===== config.mk =====
export PLATFORM = sky130hd
export DESIGN_NAME = arith_result_acc
export DESIGN_NICKNAME = d
export VERILOG_FILES = /design/src/rtl/arith_result_acc_pkg.sv /design/src/rtl/arith_sum5.sv /design/src/rtl/arith_result_acc.sv
export SDC_FILE = /design/constraint.sdc
export NUM_CORES = 1
export LEC_CHECK = 0
export CORE_MARGIN = 2
export CORE_UTILIZATION = 59
export DETAILED_ROUTE_END_ITERATION = 10
export GPL_ROUTABILITY_DRIVEN = 0
export PLACE_DENSITY = 0.87
export SYNTH_ARGS = -nofsm -noshare
export SYNTH_HDL_FRONTEND = slang
export SYNTH_HIERARCHICAL = 1
export SYNTH_SLANG_ARGS = --single-unit

===== constraint.sdc =====
create_clock -name clk -period 3.4 [get_ports clk]
set_input_delay 0.51 -clock clk [delete_from_list [all_inputs] [get_ports clk]]
set_output_delay 0.51 -clock clk [all_outputs]
set_load 0.1 [all_outputs]

===== src/rtl/arith_result_acc_pkg.sv =====
// arith_result_acc_pkg: shared result width and FSM state encodings for the
// arithmetic_op result accumulator.
`default_nettype none

package arith_result_acc_pkg;

  localparam int ARITH_RES_W = 5;

  localparam logic [0:0] ST_ACCUM = 1'b0;
  localparam logic [0:0] ST_HOLD  = 1'b1;

endpackage

`default_nettype wire


===== src/rtl/arith_sum5.sv =====
// arith_sum5: combinational 5-input unsigned adder, widened by 3 bits so the
// sum of five RES_W operands never loses a carry.
`default_nettype none

module arith_sum5
  import arith_result_acc_pkg::*;
#(
  parameter int RES_W = ARITH_RES_W
) (
  input  logic [RES_W-1:0] a_i,
  input  logic [RES_W-1:0] b_i,
  input  logic [RES_W-1:0] c_i,
  input  logic [RES_W-1:0] d_i,
  input  logic [RES_W-1:0] e_i,
  output logic [RES_W+2:0] sum_o
);

  assign sum_o = (RES_W+3)'(a_i) + (RES_W+3)'(b_i) + (RES_W+3)'(c_i)
               + (RES_W+3)'(d_i) + (RES_W+3)'(e_i);

endmodule

`default_nettype wire


===== src/rtl/arith_result_acc.sv =====
// arith_result_acc: accumulates x+y+u+z+v and max(x) over BLOCK_LEN samples and
// emits a held block summary. Define ACC_SAT_EN to saturate instead of wrap.
`default_nettype none

module arith_result_acc
  import arith_result_acc_pkg::*;
#(
  parameter int RES_W     = ARITH_RES_W,
  parameter int ACC_W     = 12,
  parameter int BLOCK_LEN = 4,
  parameter int CNT_W     = 8
) (
  input  logic             clk,
  input  logic             rst,
  input  logic             in_valid,
  output logic             in_ready,
  input  logic [RES_W-1:0] x,
  input  logic [RES_W-1:0] y,
  input  logic [RES_W-1:0] u,
  input  logic [RES_W-1:0] z,
  input  logic [RES_W-1:0] v,
  input  logic             clear,
  output logic             out_valid,
  input  logic             out_ready,
  output logic [ACC_W-1:0] res_sum,
  output logic [RES_W-1:0] res_max,
  output logic             res_ovf
);

  logic [0:0]       state_q, state_d;
  logic [ACC_W-1:0] acc_q, acc_d;
  logic [CNT_W-1:0] cnt_q, cnt_d;
  logic [RES_W-1:0] max_q, max_d;
  logic             ovf_q, ovf_d;
  logic [ACC_W-1:0] res_sum_q, res_sum_d;
  logic [RES_W-1:0] res_max_q, res_max_d;
  logic             res_ovf_q, res_ovf_d;

  logic [RES_W+2:0] sample_sum;
  logic [ACC_W:0]   acc_add;
  logic [ACC_W-1:0] acc_next;
  logic [RES_W-1:0] max_next;
  logic             step_ovf;
  logic             accept;
  logic             last;

  arith_sum5 #(.RES_W(RES_W)) u_sum5 (
    .a_i   (x),
    .b_i   (y),
    .c_i   (u),
    .d_i   (z),
    .e_i   (v),
    .sum_o (sample_sum)
  );

  // The extra top bit of acc_add is the overflow indicator for this sample.
  assign acc_add  = {1'b0, acc_q} + (ACC_W+1)'(sample_sum);
  assign step_ovf = acc_add[ACC_W];
`ifdef ACC_SAT_EN
  assign acc_next = step_ovf ? {ACC_W{1'b1}} : acc_add[ACC_W-1:0];
`else
  assign acc_next = acc_add[ACC_W-1:0];
`endif
  assign max_next = (x > max_q) ? x : max_q;
  assign last     = (cnt_q == CNT_W'(BLOCK_LEN - 1));

  assign in_ready  = ~rst & (state_q == ST_ACCUM) & ~clear;
  assign accept    = in_valid & in_ready;
  assign out_valid = (state_q == ST_HOLD);
  assign res_sum   = res_sum_q;
  assign res_max   = res_max_q;
  assign res_ovf   = res_ovf_q;

  always_comb begin
    state_d   = state_q;
    acc_d     = acc_q;
    cnt_d     = cnt_q;
    max_d     = max_q;
    ovf_d     = ovf_q;
    res_sum_d = res_sum_q;
    res_max_d = res_max_q;
    res_ovf_d = res_ovf_q;
    case (state_q)
      ST_ACCUM: begin
        if (clear) begin
          acc_d = '0;
          cnt_d = '0;
          max_d = '0;
          ovf_d = 1'b0;
        end else if (accept) begin
          if (last) begin
            res_sum_d = acc_next;
            res_max_d = max_next;
            res_ovf_d = ovf_q | step_ovf;
            acc_d     = '0;
            cnt_d     = '0;
            max_d     = '0;
            ovf_d     = 1'b0;
            state_d   = ST_HOLD;
          end else begin
            acc_d = acc_next;
            cnt_d = cnt_q + 1'b1;
            max_d = max_next;
            ovf_d = ovf_q | step_ovf;
          end
        end
      end
      ST_HOLD: begin
        // An abort via clear leaves res_* untouched, same as a normal handshake.
        if (clear || out_ready) begin
          state_d = ST_ACCUM;
        end
      end
      default: state_d = ST_ACCUM;
    endcase
  end

  always_ff @(posedge clk or posedge rst) begin
    if (rst) begin
      state_q   <= ST_ACCUM;
      acc_q     <= '0;
      cnt_q     <= '0;
      max_q     <= '0;
      ovf_q     <= 1'b0;
      res_sum_q <= '0;
      res_max_q <= '0;
      res_ovf_q <= 1'b0;
    end else begin
      state_q   <= state_d;
      acc_q     <= acc_d;
      cnt_q     <= cnt_d;
      max_q     <= max_d;
      ovf_q     <= ovf_d;
      res_sum_q <= res_sum_d;
      res_max_q <= res_max_d;
      res_ovf_q <= res_ovf_d;
    end
  end

endmodule

`default_nettype wire


# Yosys cells after proc, flatten, opt, wreduce, memory -nomap -nowiden
# Cells that the tools add are included.
[totals]
regBits = 45
out_inout_bits = 20
in_bits = 30
word_cells = 45
[op_classes]
mux = 18
bitwise_logic = 7
n_lt_le_gt_ge = 1
eq_ne = 1
n_addsub = 6
reduce_logical = 4
[ops]
columns = ["operator", "n"]
rows = [
  ["2-to-1 mux 12 bit", 3],
  ["adder 8 x 5 -> 8 bit", 3],
  ["2-to-1 mux 8 bit", 3],
  ["2-to-1 mux 5 bit", 4],
  ["adder 12 x 8 -> 13 bit", 1],
  ["adder 8 x 1 -> 8 bit (second input constant)", 1],
  ["equality test 8 x 2 -> 1 bit (second input constant)", 1],
  ["2-to-1 mux 1 bit", 7],
  ["adder 5 x 5 -> 6 bit", 1],
  ["> comparator 5 bit", 1],
  ["AND reduction 4 bit", 1],
  ["bitwise AND 1 bit", 3],
  ["NOT 1 bit", 3],
  ["one-hot mux 1 bit (2 select lines)", 1],
  ["AND reduction 2 bit", 1],
  ["nonzero test 2 bit", 1],
  ["logical OR 1 bit", 1],
  ["bitwise OR 1 bit", 1],
]

# Depth between registers and ports, before layout
[logic_depth]
ltp_word = 9
ltp_mapped = 18
mapped_depth_nobuf = 17

# Cells and area by module
# The synthesis kept the hierarchy.
[by_module_without_submodules]
columns = ["mod", "instances", "seq_area_each_um2", "cells_each", "area_each_um2"]
rows = [
  ["arith_result_acc", 1, 1126.1, 248, 2509.9],
  ["arith_sum5", 1, 0.0, 81, 663.1],
]

# Least setup slack after synthesis
# OpenSTA, ideal clock, no wires.
[synth_path]
path_type = "input-to-reg"
start = "input port x[1]"
end = "register acc_q[10]"
t_required_ps = 3331
path_buffers = 0
stages = 16
setup_ps = 69
arrival_time_ps = 4544
setup_slack_ps = -1212
path_cell_list = "inv_1 fa_1 fa_1 fa_1 inv_1 ha_1 fa_1 a21o_2 a21oi_1 xnor2_1 ha_1 o211ai_1 a21oi_1 o21ai_2 or4_1 nand3_1"
[synth_between]
elab_chain_len = 8
[synth_lines]
columns = ["element", "line", "text"]
rows = [
  ["start: declaration", "arith_result_acc.sv:17", "input logic [RES_W-1:0] x,"],
  ["adder 5 x 5 -> 6 bit", "arith_sum5.sv:18", "assign sum_o = (RES_W+3)'(a_i) + (RES_W+3)'(b_i) + (RES_W+3)'(c_i)"],
  ["adder 8 x 5 -> 8 bit", "arith_sum5.sv:18", ""],
  ["adder 8 x 5 -> 8 bit (2 in a row)", "arith_sum5.sv:19", "+ (RES_W+3)'(d_i) + (RES_W+3)'(e_i);"],
  ["named net sample_sum[5]", "arith_result_acc.sv:39", "logic [RES_W+2:0] sample_sum;"],
  ["adder 12 x 8 -> 13 bit", "arith_result_acc.sv:57", "assign acc_add = {1'b0, acc_q} + (ACC_W+1)'(sample_sum);"],
  ["2-to-1 mux 12 bit", "arith_result_acc.sv:91", "if (last) begin"],
  ["2-to-1 mux 12 bit", "arith_result_acc.sv:90", "end else if (accept) begin"],
  ["2-to-1 mux 12 bit", "arith_result_acc.sv:85", "if (clear) begin"],
  ["end signal: assignment", "arith_result_acc.sv:121", "acc_q <= '0;"],
  ["end signal: assignment", "arith_result_acc.sv:130", "acc_q <= acc_d;"],
  ["end: declaration", "arith_result_acc.sv:31", "logic [ACC_W-1:0] acc_q, acc_d;"],
]
# The timed path passes the listed nets, and every way through them passes these cells. The select of a mux whose other input is x is not followed.
# A chain may end at the register's enable or synchronous reset.

# Worst setup path after layout
[layout_path]
start = "input port x[2]"
end = "register res_sum_q[10], in the netlist res_sum[10]"
[layout_between]
elab_chain_len = 5
[layout_lines]
columns = ["element", "line", "text"]
rows = [
  ["adder 5 x 5 -> 6 bit", "arith_sum5.sv:18", ""],
  ["adder 8 x 5 -> 8 bit", "arith_sum5.sv:18", ""],
  ["adder 8 x 5 -> 8 bit (2 in a row)", "arith_sum5.sv:19", ""],
  ["named net sample_sum[6]", "arith_result_acc.sv:39", ""],
  ["adder 12 x 8 -> 13 bit", "arith_result_acc.sv:57", ""],
  ["end signal: assignment", "arith_result_acc.sv:134", "res_sum_q <= res_sum_d;"],
  ["end: declaration", "arith_result_acc.sv:35", "logic [ACC_W-1:0] res_sum_q, res_sum_d;"],
]
# The timed path passes the listed nets, and every way through them passes these cells.

==> impl_metrics.env <==
export IMPL_status="complete, but fails checks"
export IMPL_violations="setup timing"
export IMPL_grt_pass1_wl_um=15000
export IMPL_yosys_top_cells_count="inv_1 (51), dfrtp_1 (45), nand2_1 (29)"
export IMPL_synth_adder_area_share=0.181
export IMPL_power_total_mw=3.38
export IMPL_clock_sinks=45
export IMPL_drt_wirelength_per_cell_um=22.3
export IMPL_worst_slack_ns=-0.967
export IMPL_clk_pin_slew_ns=0.09
export IMPL_clk_latency_ns=0.32
export IMPL_vias=3092
export IMPL_cts_tree="built"
export IMPL_ys_seq_elements=45
export IMPL_cts_buffers=5
export IMPL_syn_cell_area_um2=3170
export IMPL_cp_start_kind="input port"
export IMPL_fin_crit_sh=1.28
export IMPL_place_area_um2=4080
export IMPL_via_per_inst=6.35
export IMPL_synth_main_ff_cell="dfrtp_1"
export IMPL_synth_seq_area_share=0.355
export IMPL_fin_util=0.889
export IMPL_drc=0
export IMPL_synthTopCellsByArea="dfrtp_1 (35%), fa_1 (9.5%), ha_1 (8.7%)"
export IMPL_synth_enable_flop_cells=0
export IMPL_slew_viol_final=0
export IMPL_grt_overflow_total=0
export IMPL_ant_nets=0
export IMPL_antenna_found_initial=0
export IMPL_drive_gt1_frac=0.324
export IMPL_ff_latch_area_um2=1130
export IMPL_ff2ff_setup_slack_ns=1.16
export IMPL_multiInputGateArea_um2=2250
export IMPL_htreeDepth=2
export IMPL_syn_nets=396
export IMPL_die_w_um=77.3
export IMPL_synthMuxAreaShare=0.0335
export IMPL_synthXorXnorAreaFrac=0.0331
export IMPL_r2r_end="res_sum[11]"
export IMPL_port_buffers=49
export IMPL_final_area_um2=4570
export IMPL_initialDrtViolationCount=325
export IMPL_placementRows=26
export IMPL_initial_utilization=0.617
export IMPL_startpoint="x[2]"
export IMPL_synthCells=329
export IMPL_crit_fanout=5
export IMPL_ioPinCount=50
export IMPL_synthSimpleGateAreaFrac=0.128
export IMPL_netlist_area_leader_share=0.355
export IMPL_hold_buffers=0
export IMPL_p_leak_nw=2.14
export IMPL_synth_compound_area_frac=0.191
export IMPL_timing_hold_ws_ns=0.495
export IMPL_r2r_start="acc_q[0]"
export IMPL_netlist_top_cell_by_area="dfrtp_1"
export IMPL_max_slew_margin_rel=0.338
export IMPL_setup_worst_path_class="in2reg"
export IMPL_setup_violations=21
export IMPL_period_needed_ns=4.37
export IMPL_areaGrowthSynthToFinish_pct=44.0
export IMPL_n_fill_cell=244
export IMPL_core_area_um2=5140
export IMPL_async_reset_ff_frac=1.00
export IMPL_worst_pin_slew_ns=0.990
export IMPL_die_h_um=77.3
export IMPL_hold_path_class="reg2reg"
export IMPL_skew_ns=0.00916
export IMPL_synth_top_family_by_area="compound AO/OA/AOI/OAI gates"
export IMPL_grt_max_degree=46
export IMPL_grtUsageTotal=0.325
export IMPL_dieArea_um2=5980
export IMPL_max_clock_path_buffers=2
export IMPL_peakVddDrop_mv=0.468
export IMPL_fmax_mhz=229
export IMPL_ys_types=53
export IMPL_syn_avg_cell_area_um2=9.64
export IMPL_synthMostInstantiatedCell="inv_1"
export IMPL_rsz0062_at_grt="true"
export IMPL_cellPowerDensity_nw_per_um2=740
export IMPL_dp_hpwl_um=5430
export IMPL_first_global_vias=3136
export IMPL_final_hold_violation_count=0
export IMPL_critPathCaptureType="flip-flop"
export IMPL_wirelength_um=10900
export IMPL_fin_nets=483
export IMPL_yosys_warnings=6
export IMPL_root_buffer="clkbuf_8"
export IMPL_crit_arrival_ns=4.56
export IMPL_crit_end="res_sum[10]"
export IMPL_maxCapViolCount=0
export IMPL_worst_endpoint_required_ns=3.60
export IMPL_first_pass_iters=5
export IMPL_antenna_cells=0
export IMPL_rr_worst_depth=8
registers in the layout (all words and copies together) (netlist names):
register   flops
cnt_q          8
out_valid      1
max_q          5
res_ovf        1
res_max        5
ovf_q          1
acc_q         12
res_sum       12
final cells by class:
class | instances | share of cell area
timing repair buffer | 90 | 0.173
clock inverter | 1 | 0.00110
clock buffer | 7 | 0.0211
sequential | 45 | 0.247
multi-input combinational | 223 | 0.493
tap | 70 | 0.0192
inverter | 51 | 0.0457
worst min path at each step:
stage	from	slack [ns]	depth (start not counted)	end
after global placement	res_sum[7]	0.46	2	res_sum[7]
after floorplan	cnt_q[7]	0.45	1	cnt_q[7]
final	res_sum[1]	0.50	2	res_sum[1]
after CTS	res_sum[7]	0.49	2	res_sum[7]
after detailed placement	res_sum[7]	0.47	2	res_sum[7]
after global routing	res_max[3]	0.53	2	res_max[3]
cell families after synthesis:
| logic type | Yosys count |
|---|---|
| flops | 45 |
| buf+inv | 61 |
| mux | 10 |
| fa+ha+maj | 37 |
| compound gates | 90 |
| simple gates | 74 |
| xor+xnor | 12 |
metal layers:
metal / track usage / up-vias / part of all wire
met3: 0.0593 / 79 / 0.073
met1: 0.377 / 1507 / 0.35
met2: 0.575 / 200 / 0.51
met5: 0 / - / 0
li1: - / 1306 / -
met4: 0.161 / 0 / 0.066
where the power goes:
| part | total [mW] | leakage [nW] | switching (mW) | internal, mW |
|---|---|---|---|---|
| combinational | 2.37 | 1.46 | 1.22 | 1.15 |
| sequential | 0.625 | 0.623 | 0.0483 | 0.577 |
| clock | 0.380 | 0.0542 | 0.196 | 0.184 |
| total | 3.38 | 2.14 | 1.47 | 1.91 |
critical path: stages:
cell and delay [ns]:
buf_8 0.09, inv_8 0.03, fa_1 0.57, inv_2 0.05, fa_1 0.48, inv_1 0.05, fa_1 0.49, inv_2 0.06
ha_4 0.23, a211oi_4 0.35, nor3_2 0.10, or3b_4 0.39, ha_4 0.32, nand2_1 0.10, a21oi_1 0.34, o21ai_4 0.11
xor2_1 0.18, o21ai_1 0.08
stage by stage:
step	std cells	worst slack [ns]	setup TNS, ns
after global placement	469	-1.53	-29.28
after global routing	487	-1.04	-16.49
after floorplan	329	-0.869	-12.75
after CTS	484	-0.855	-13.81
after detailed placement	469	-1.70	-32.52
final	487	-0.967	-14.91
cell usage in the layout (no fill, tap or decap), types with 5 or more instances in the layout:
cell type / synthesis / routed
a21oi_1: 15 / 6
a21oi_4: 0 / 5
a22o_1: 6 / 6
a32o_1: 5 / 5
and3_1: 5 / 5
buf_2: 3 / 7
buf_4: 0 / 36
buf_6: 2 / 7
clkbuf_8: 0 / 7
clkdlybuf4s50_1: 0 / 33
dfrtp_1: 45 / 45
fa_1: 15 / 13
ha_1: 22 / 12
ha_4: 0 / 10
inv_1: 51 / 37
inv_2: 0 / 11
mux2i_1: 5 / 5
nand2_1: 29 / 28
nand3_1: 8 / 7
nor2_1: 5 / 5
o21ai_0: 28 / 18
o21ai_1: 6 / 10
o21ai_2: 1 / 5
xnor2_2: 0 / 5
what timing repair did:
action,in CTS,in global routing
pin swaps,46,41
gates cloned,0,0
gates resized for setup,81,38
setup endpoints to repair,22,22
setup buffers,8,5
(Power assumes the default switching activity.)
